$ cat config.mk
export PLATFORM = sky130hd
export DESIGN_NAME = imem_fetch_arbiter
export DESIGN_NICKNAME = d
export VERILOG_FILES = /design/src/rtl/imem_fetch_arbiter_pkg.sv /design/src/rtl/imem_fetch_arbiter.sv
export SDC_FILE = /design/constraint.sdc
export NUM_CORES = 1
export LEC_CHECK = 0
export BUFFER_PORTS_ARGS = -buffer_cell sky130_fd_sc_hd__clkbuf_2
export CAP_MARGIN = 30
export CORE_MARGIN = 5
export CORE_UTILIZATION = 30
export DETAILED_ROUTE_END_ITERATION = 8
export GPL_TIMING_DRIVEN = 0
export SLEW_MARGIN = 20
export SYNTH_ARGS = -nofsm -noshare
export SYNTH_HDL_FRONTEND = slang
export SYNTH_SLANG_ARGS = --single-unit
$ cat constraint.sdc
create_clock -name clk -period 1.45 [get_ports clk]
set_input_delay 0.2175 -clock clk [delete_from_list [all_inputs] [get_ports clk]]
set_output_delay 0.2175 -clock clk [all_outputs]
set_load 0.05 [all_outputs]
$ cat src/rtl/imem_fetch_arbiter_pkg.sv
// Shared types for the instruction-memory fetch arbiter: sequencer states,
// grant identities and the round-robin tie-break helper.
package imem_fetch_arbiter_pkg;

   typedef enum logic [2:0] {
      ST_IDLE,
      ST_F0,
      ST_F1,
      ST_F2,
      ST_WR,
      ST_ACK
   } state_e;

   typedef enum logic {
      GNT_CPU = 1'b0,
      GNT_LD  = 1'b1
   } grant_e;

   // On a tie the requester that was not served last wins.
   function automatic grant_e rr_pick(input grant_e last);
      return (last == GNT_CPU) ? GNT_LD : GNT_CPU;
   endfunction

endpackage

$ cat src/rtl/imem_fetch_arbiter.sv
// Shares the single-port byte-wide instruction SRAM between the CPU fetch unit
// (16-bit instructions built from two byte reads) and the boot/debug loader.
module imem_fetch_arbiter
   import imem_fetch_arbiter_pkg::*;
#(
   parameter int unsigned MEM_DATA_WIDTH = 8,
   parameter int unsigned MEM_ADDR_WIDTH = 10
) (
   input  logic                          clk,
   input  logic                          rst,
   input  logic                          ld_mode,
   input  logic                          cpu_req,
   input  logic [MEM_ADDR_WIDTH-2:0]     cpu_addr,
   output logic                          cpu_ack,
   output logic [2*MEM_DATA_WIDTH-1:0]   cpu_instr,
   input  logic                          ld_req,
   input  logic [MEM_ADDR_WIDTH-1:0]     ld_addr,
   input  logic [MEM_DATA_WIDTH-1:0]     ld_data,
   output logic                          ld_ack,
   output logic [MEM_ADDR_WIDTH-1:0]     mem_addr,
   output logic                          mem_we,
   output logic [MEM_DATA_WIDTH-1:0]     mem_wdata,
   input  logic [MEM_DATA_WIDTH-1:0]     mem_rdata
);

   state_e                        state_q, state_d;
   grant_e                        last_grant_q, last_grant_d;
   logic [MEM_ADDR_WIDTH-2:0]     word_addr_q, word_addr_d;
   logic [MEM_DATA_WIDTH-1:0]     hi_q, hi_d;
   logic                          cpu_ack_q, cpu_ack_d;
   logic                          ld_ack_q, ld_ack_d;
   logic [2*MEM_DATA_WIDTH-1:0]   cpu_instr_q, cpu_instr_d;
   logic [MEM_ADDR_WIDTH-1:0]     mem_addr_q, mem_addr_d;
   logic                          mem_we_q, mem_we_d;
   logic [MEM_DATA_WIDTH-1:0]     mem_wdata_q, mem_wdata_d;
   logic                          gnt_cpu, gnt_ld;

   always_ff @(posedge clk) begin
      if (rst) begin
         state_q      <= ST_IDLE;
         last_grant_q <= GNT_CPU;
         word_addr_q  <= '0;
         hi_q         <= '0;
         cpu_ack_q    <= 1'b0;
         ld_ack_q     <= 1'b0;
         cpu_instr_q  <= '0;
         mem_addr_q   <= '0;
         mem_we_q     <= 1'b0;
         mem_wdata_q  <= '0;
      end else begin
         state_q      <= state_d;
         last_grant_q <= last_grant_d;
         word_addr_q  <= word_addr_d;
         hi_q         <= hi_d;
         cpu_ack_q    <= cpu_ack_d;
         ld_ack_q     <= ld_ack_d;
         cpu_instr_q  <= cpu_instr_d;
         mem_addr_q   <= mem_addr_d;
         mem_we_q     <= mem_we_d;
         mem_wdata_q  <= mem_wdata_d;
      end
   end

   always_comb begin
      state_d      = state_q;
      last_grant_d = last_grant_q;
      gnt_cpu      = 1'b0;
      gnt_ld       = 1'b0;
      case (state_q)
         ST_IDLE: begin
            if (ld_mode) begin
               gnt_ld = ld_req;
            end else if (cpu_req && ld_req) begin
               gnt_ld  = (rr_pick(last_grant_q) == GNT_LD);
               gnt_cpu = !gnt_ld;
            end else begin
               gnt_cpu = cpu_req;
               gnt_ld  = ld_req;
            end
            if (gnt_cpu) begin
               state_d      = ST_F0;
               last_grant_d = GNT_CPU;
            end else if (gnt_ld) begin
               state_d      = ST_WR;
               last_grant_d = GNT_LD;
            end
         end
         ST_F0:   state_d = ST_F1;
         ST_F1:   state_d = ST_F2;
         ST_F2:   state_d = ST_ACK;
         ST_WR:   state_d = ST_ACK;
         // Requester still holds req during the ack cycle, so never grant here.
         ST_ACK:  state_d = ST_IDLE;
         default: state_d = ST_IDLE;
      endcase
   end

   always_comb begin
      word_addr_d = word_addr_q;
      hi_d        = hi_q;
      cpu_instr_d = cpu_instr_q;
      mem_addr_d  = mem_addr_q;
      mem_wdata_d = mem_wdata_q;
      cpu_ack_d   = 1'b0;
      ld_ack_d    = 1'b0;
      mem_we_d    = 1'b0;
      case (state_q)
         ST_IDLE: begin
            if (gnt_cpu) begin
               word_addr_d = cpu_addr;
               mem_addr_d  = {cpu_addr, 1'b0};
            end else if (gnt_ld) begin
               mem_addr_d  = ld_addr;
               mem_wdata_d = ld_data;
               mem_we_d    = 1'b1;
            end
         end
         ST_F0: mem_addr_d = {word_addr_q, 1'b1};
         // Memory output is registered: byte 2a arrives in F1, byte 2a+1 in F2.
         ST_F1: hi_d = mem_rdata;
         ST_F2: begin
            cpu_instr_d = {hi_q, mem_rdata};
            cpu_ack_d   = 1'b1;
         end
         ST_WR: ld_ack_d = 1'b1;
         default: ;
      endcase
   end

   assign cpu_ack   = cpu_ack_q;
   assign cpu_instr = cpu_instr_q;
   assign ld_ack    = ld_ack_q;
   assign mem_addr  = mem_addr_q;
   assign mem_we    = mem_we_q;
   assign mem_wdata = mem_wdata_q;

endmodule
==> impl_results.md <==
- Routed len/inst: 13.9 um
- Row Count: 32
- Vias in the first global route: about 2200
- Final hold violations: 0
- Arrival time at the worst endpoint: 1760 ps
- Slowest stage delay, CP: 400 ps
- Gpl congestion: 0.799
- Max Root-Sink Buffers: 2
- Crit-path max FO: 4
- Clock slew at reported path FFs: 70 ps
- Final wirelength: 6.51 mm
- Worst slack at placement: -339 ps
- Largest family of logic cells by synthesized area: simple AND/OR/NAND/NOR gates
- Syn-to-layout area delta: 44.7%
- Max-cap violations: 0
- Post-synthesis mux area share: 6.95%
- Synth Area per Inst: 8.97 um2
- Outcome: finished, violations left
- Max Clock Freq: about 0.65 GHz
- Fin nets: 401
- Tot GR Track Use: 13.7%
- YS warnings: 0
- Peak supply drop: 661 uV
- Total CTS buffers: 9
- DR iter-0 viols: 91
- Compound-Gate Fraction of Synth Area: between 15 and 20%
- Placed cells: approximately 440
- R2R cell count: 5
- RSZ-0062 raised after global routing: true
- Initial antenna violation count: 0
- CTS sink cnt: 58
- Slew @ Worst Pin: approximately 650 ps
- Clock root buffer: clkbuf_8
- Final ANT Viol Nets: 0
- Worst hold slack: 110 ps
- Tot Pwr: 4780 uW
- Post-layout min period: 1540 ps
- Synth Net Count: 297
- Yosys reg bits: 58
- WS Path Type: flip-flop to flip-flop
- Die area: 9540 um2
- Vias per cell: around 4.6
- Height of the die: about 100 um
- Clk_skew: 11.4 ps
- Worst min path class: input port to flip-flop
- Startpoint type of the worst setup path: flip-flop
- PwrDens: 1430 nW/um2
- Relative slew slack: 56.4%
- Synth Area in Adders: 0%
- Final max-slew violation count: 0
- H-tree depth: 3
- Yosys cell types: 34
- Crit. End Element: flip-flop
- Grt total ovfl: 0
- Synth Area in XOR/XNOR: 0.380%
- Largest net degree at the start of global routing: 19
- Proportion of layout cells with a drive suffix above 1: 44.0%
- I/O Pins: 77
- ANT cells: 0
- Core Region: 7610 um2
- Port buffer count: 76
- Hold Crit Depth: 3
- Fin crit share: 106%
- Slowest library cell on the worst path: or3_4
- CTS tree: yes
- Starting Density: between 30% and 40%
- Leak: approximately 0.0014 uW
- Final worst slack: -86.2 ps
- Top_reg_cell synth: dfxtp_1
- Violated checks: negative setup slack
- Gate count after technology mapping: between 200 and 300
- Layout Cells excl Fill: 468
- FILL cells: 781
- Post-synthesis async set-or-reset flop share: 0%
- Final Core Density: 43.8%
- Drt first pass iters: 4
- Post-Synth Simple-Gate Area: 22.2%
- Worst-skew pair later-pin latency: 340 ps
- Setup violators final: 12
- Post-synthesis sequential area ratio: 50.4%
- First-pass GRT wire length: ~10 mm
- DR DRC count: 0
- Hold-fix buffers, CTS: 0
- Req. time, crit path: approximately 1700 ps
- Number of flops mapped to enable cells by yosys: 0
- Post-DP HPWL: 4.39 mm
- Worst path cell trace: nor3_4, buf_6, nand3b_4, or3_4, a31o_1
- Die width: 97.7 um
- Vias: approximately 2200
- Post-Syn Area: 2310 um2
==> critical path, delay by kind of cell, from the launching register on <==
family / cells / cell delay [ps]
and+or+nand+nor: 3 / 720
buffers and inverters: 1 / 140
DFF: 1 / 360
AOI/OAI and AO/OA: 1 / 200
==> layout make-up <==
class	instances	area, um2	share of cell area [%]
sequential	58	1170	35.1
multi-input combinational	179	1160	34.7
timing repair buffer	98	597	17.9
clock buffer	10	138	4.13
tap	102	128	3.83
buffer	13	93.8	2.81
clock inverter	6	42.5	1.28
inverter	2	10.0	0.300
==> logic make-up after synthesis <==
logic type | Yosys count
flip-flops | 58
XOR/XNOR | 1
AO/OA/AOI/OAI | 52
AND/OR/NAND/NOR | 110
buffers and inverters | 20
multiplexers | 16
==> power by group <==
group	internal, uW	leakage [uW]	switching, uW
clock network	665	0.0000882	673
logic	650	0.000879	935
registers	1750	0.000474	106
==> metal layers <==
layer  GRT usage, %  wire length [um]
met4           4.47                76
met2           22.5              3180
met5              0                 0
met1           16.8              2970
met3           4.95               283
==> state kept, by name, indices dropped and copies added, names as in the netlist <==
register / flops
word_addr_q: 9
state_q: 3
cpu_instr: 16
mem_wdata: 8
mem_we: 1
ld_ack: 1
hi_q: 8
cpu_ack: 1
mem_addr: 10
last_grant_q: 1
==> metrics by stage <==
step / cell area (um2) / setup TNS (ps)
after floorplan: 2310 / -50.8
after global placement: 2820 / -6910
after detailed placement: 2820 / -7020
after CTS: 3210 / -248
after global routing: 3340 / -2020
final: 3340 / -387
==> synthesized netlist by cell type (2+ instances only) <==
library cell	number	share of area (%)
a21oi_1	29	6.3
a311oi_2	9	5.9
buf_2	7	1.5
buf_6	2	0.98
clkbuf_1	7	1.1
dfxtp_1	58	50
inv_2	2	0.33
mux2i_1	16	6.9
nand2_1	52	8.5
nand2b_1	2	0.54
nand3_1	9	2.0
nor2_1	30	4.9
nor3_1	2	0.43
nor3b_1	2	0.65
o21ai_0	7	1.5
o21ai_1	3	0.65
or3_1	3	0.81
==> cells in the final DEF, fill, tap and decap left out, drive strengths merged, types with 4 or more instances in the layout <==
cell | Yosys | routed
a21oi | 29 | 29
nor2 | 32 | 32
a311oi | 9 | 9
clkinv | 0 | 4
clkbuf | 7 | 93
buf | 11 | 28
dfxtp | 58 | 58
nand2 | 52 | 52
mux2i | 16 | 16
o21ai | 10 | 10
nand3 | 9 | 9
==> path summary, 6_finish.rpt <==
check | startpoint | end | slack, ps
worst max-delay path | state_q[2]$_SDFFE_PP0P_ | mem_addr[4]$_SDFFE_PP0P_ | -90
worst min-delay path | ld_data[1] | mem_wdata[1]$_SDFFE_PP0P_ | 110
worst max register to register | state_q[2]$_SDFFE_PP0P_ | mem_addr[4]$_SDFFE_PP0P_ | -90
worst min register to register | hi_q[3]$_SDFFE_PP0N_ | cpu_instr[11]$_SDFFE_PP0P_ | 440
==> timing repair <==
item,4_1_cts,5_1_grt
pin swaps,4,7
setup endpoints to repair,39,37
resized for setup,25,30
gates cloned,2,2
endpoints found under the hold margin,0,0
buffers inserted,13,5
Power figures use the tool's default switching activity.
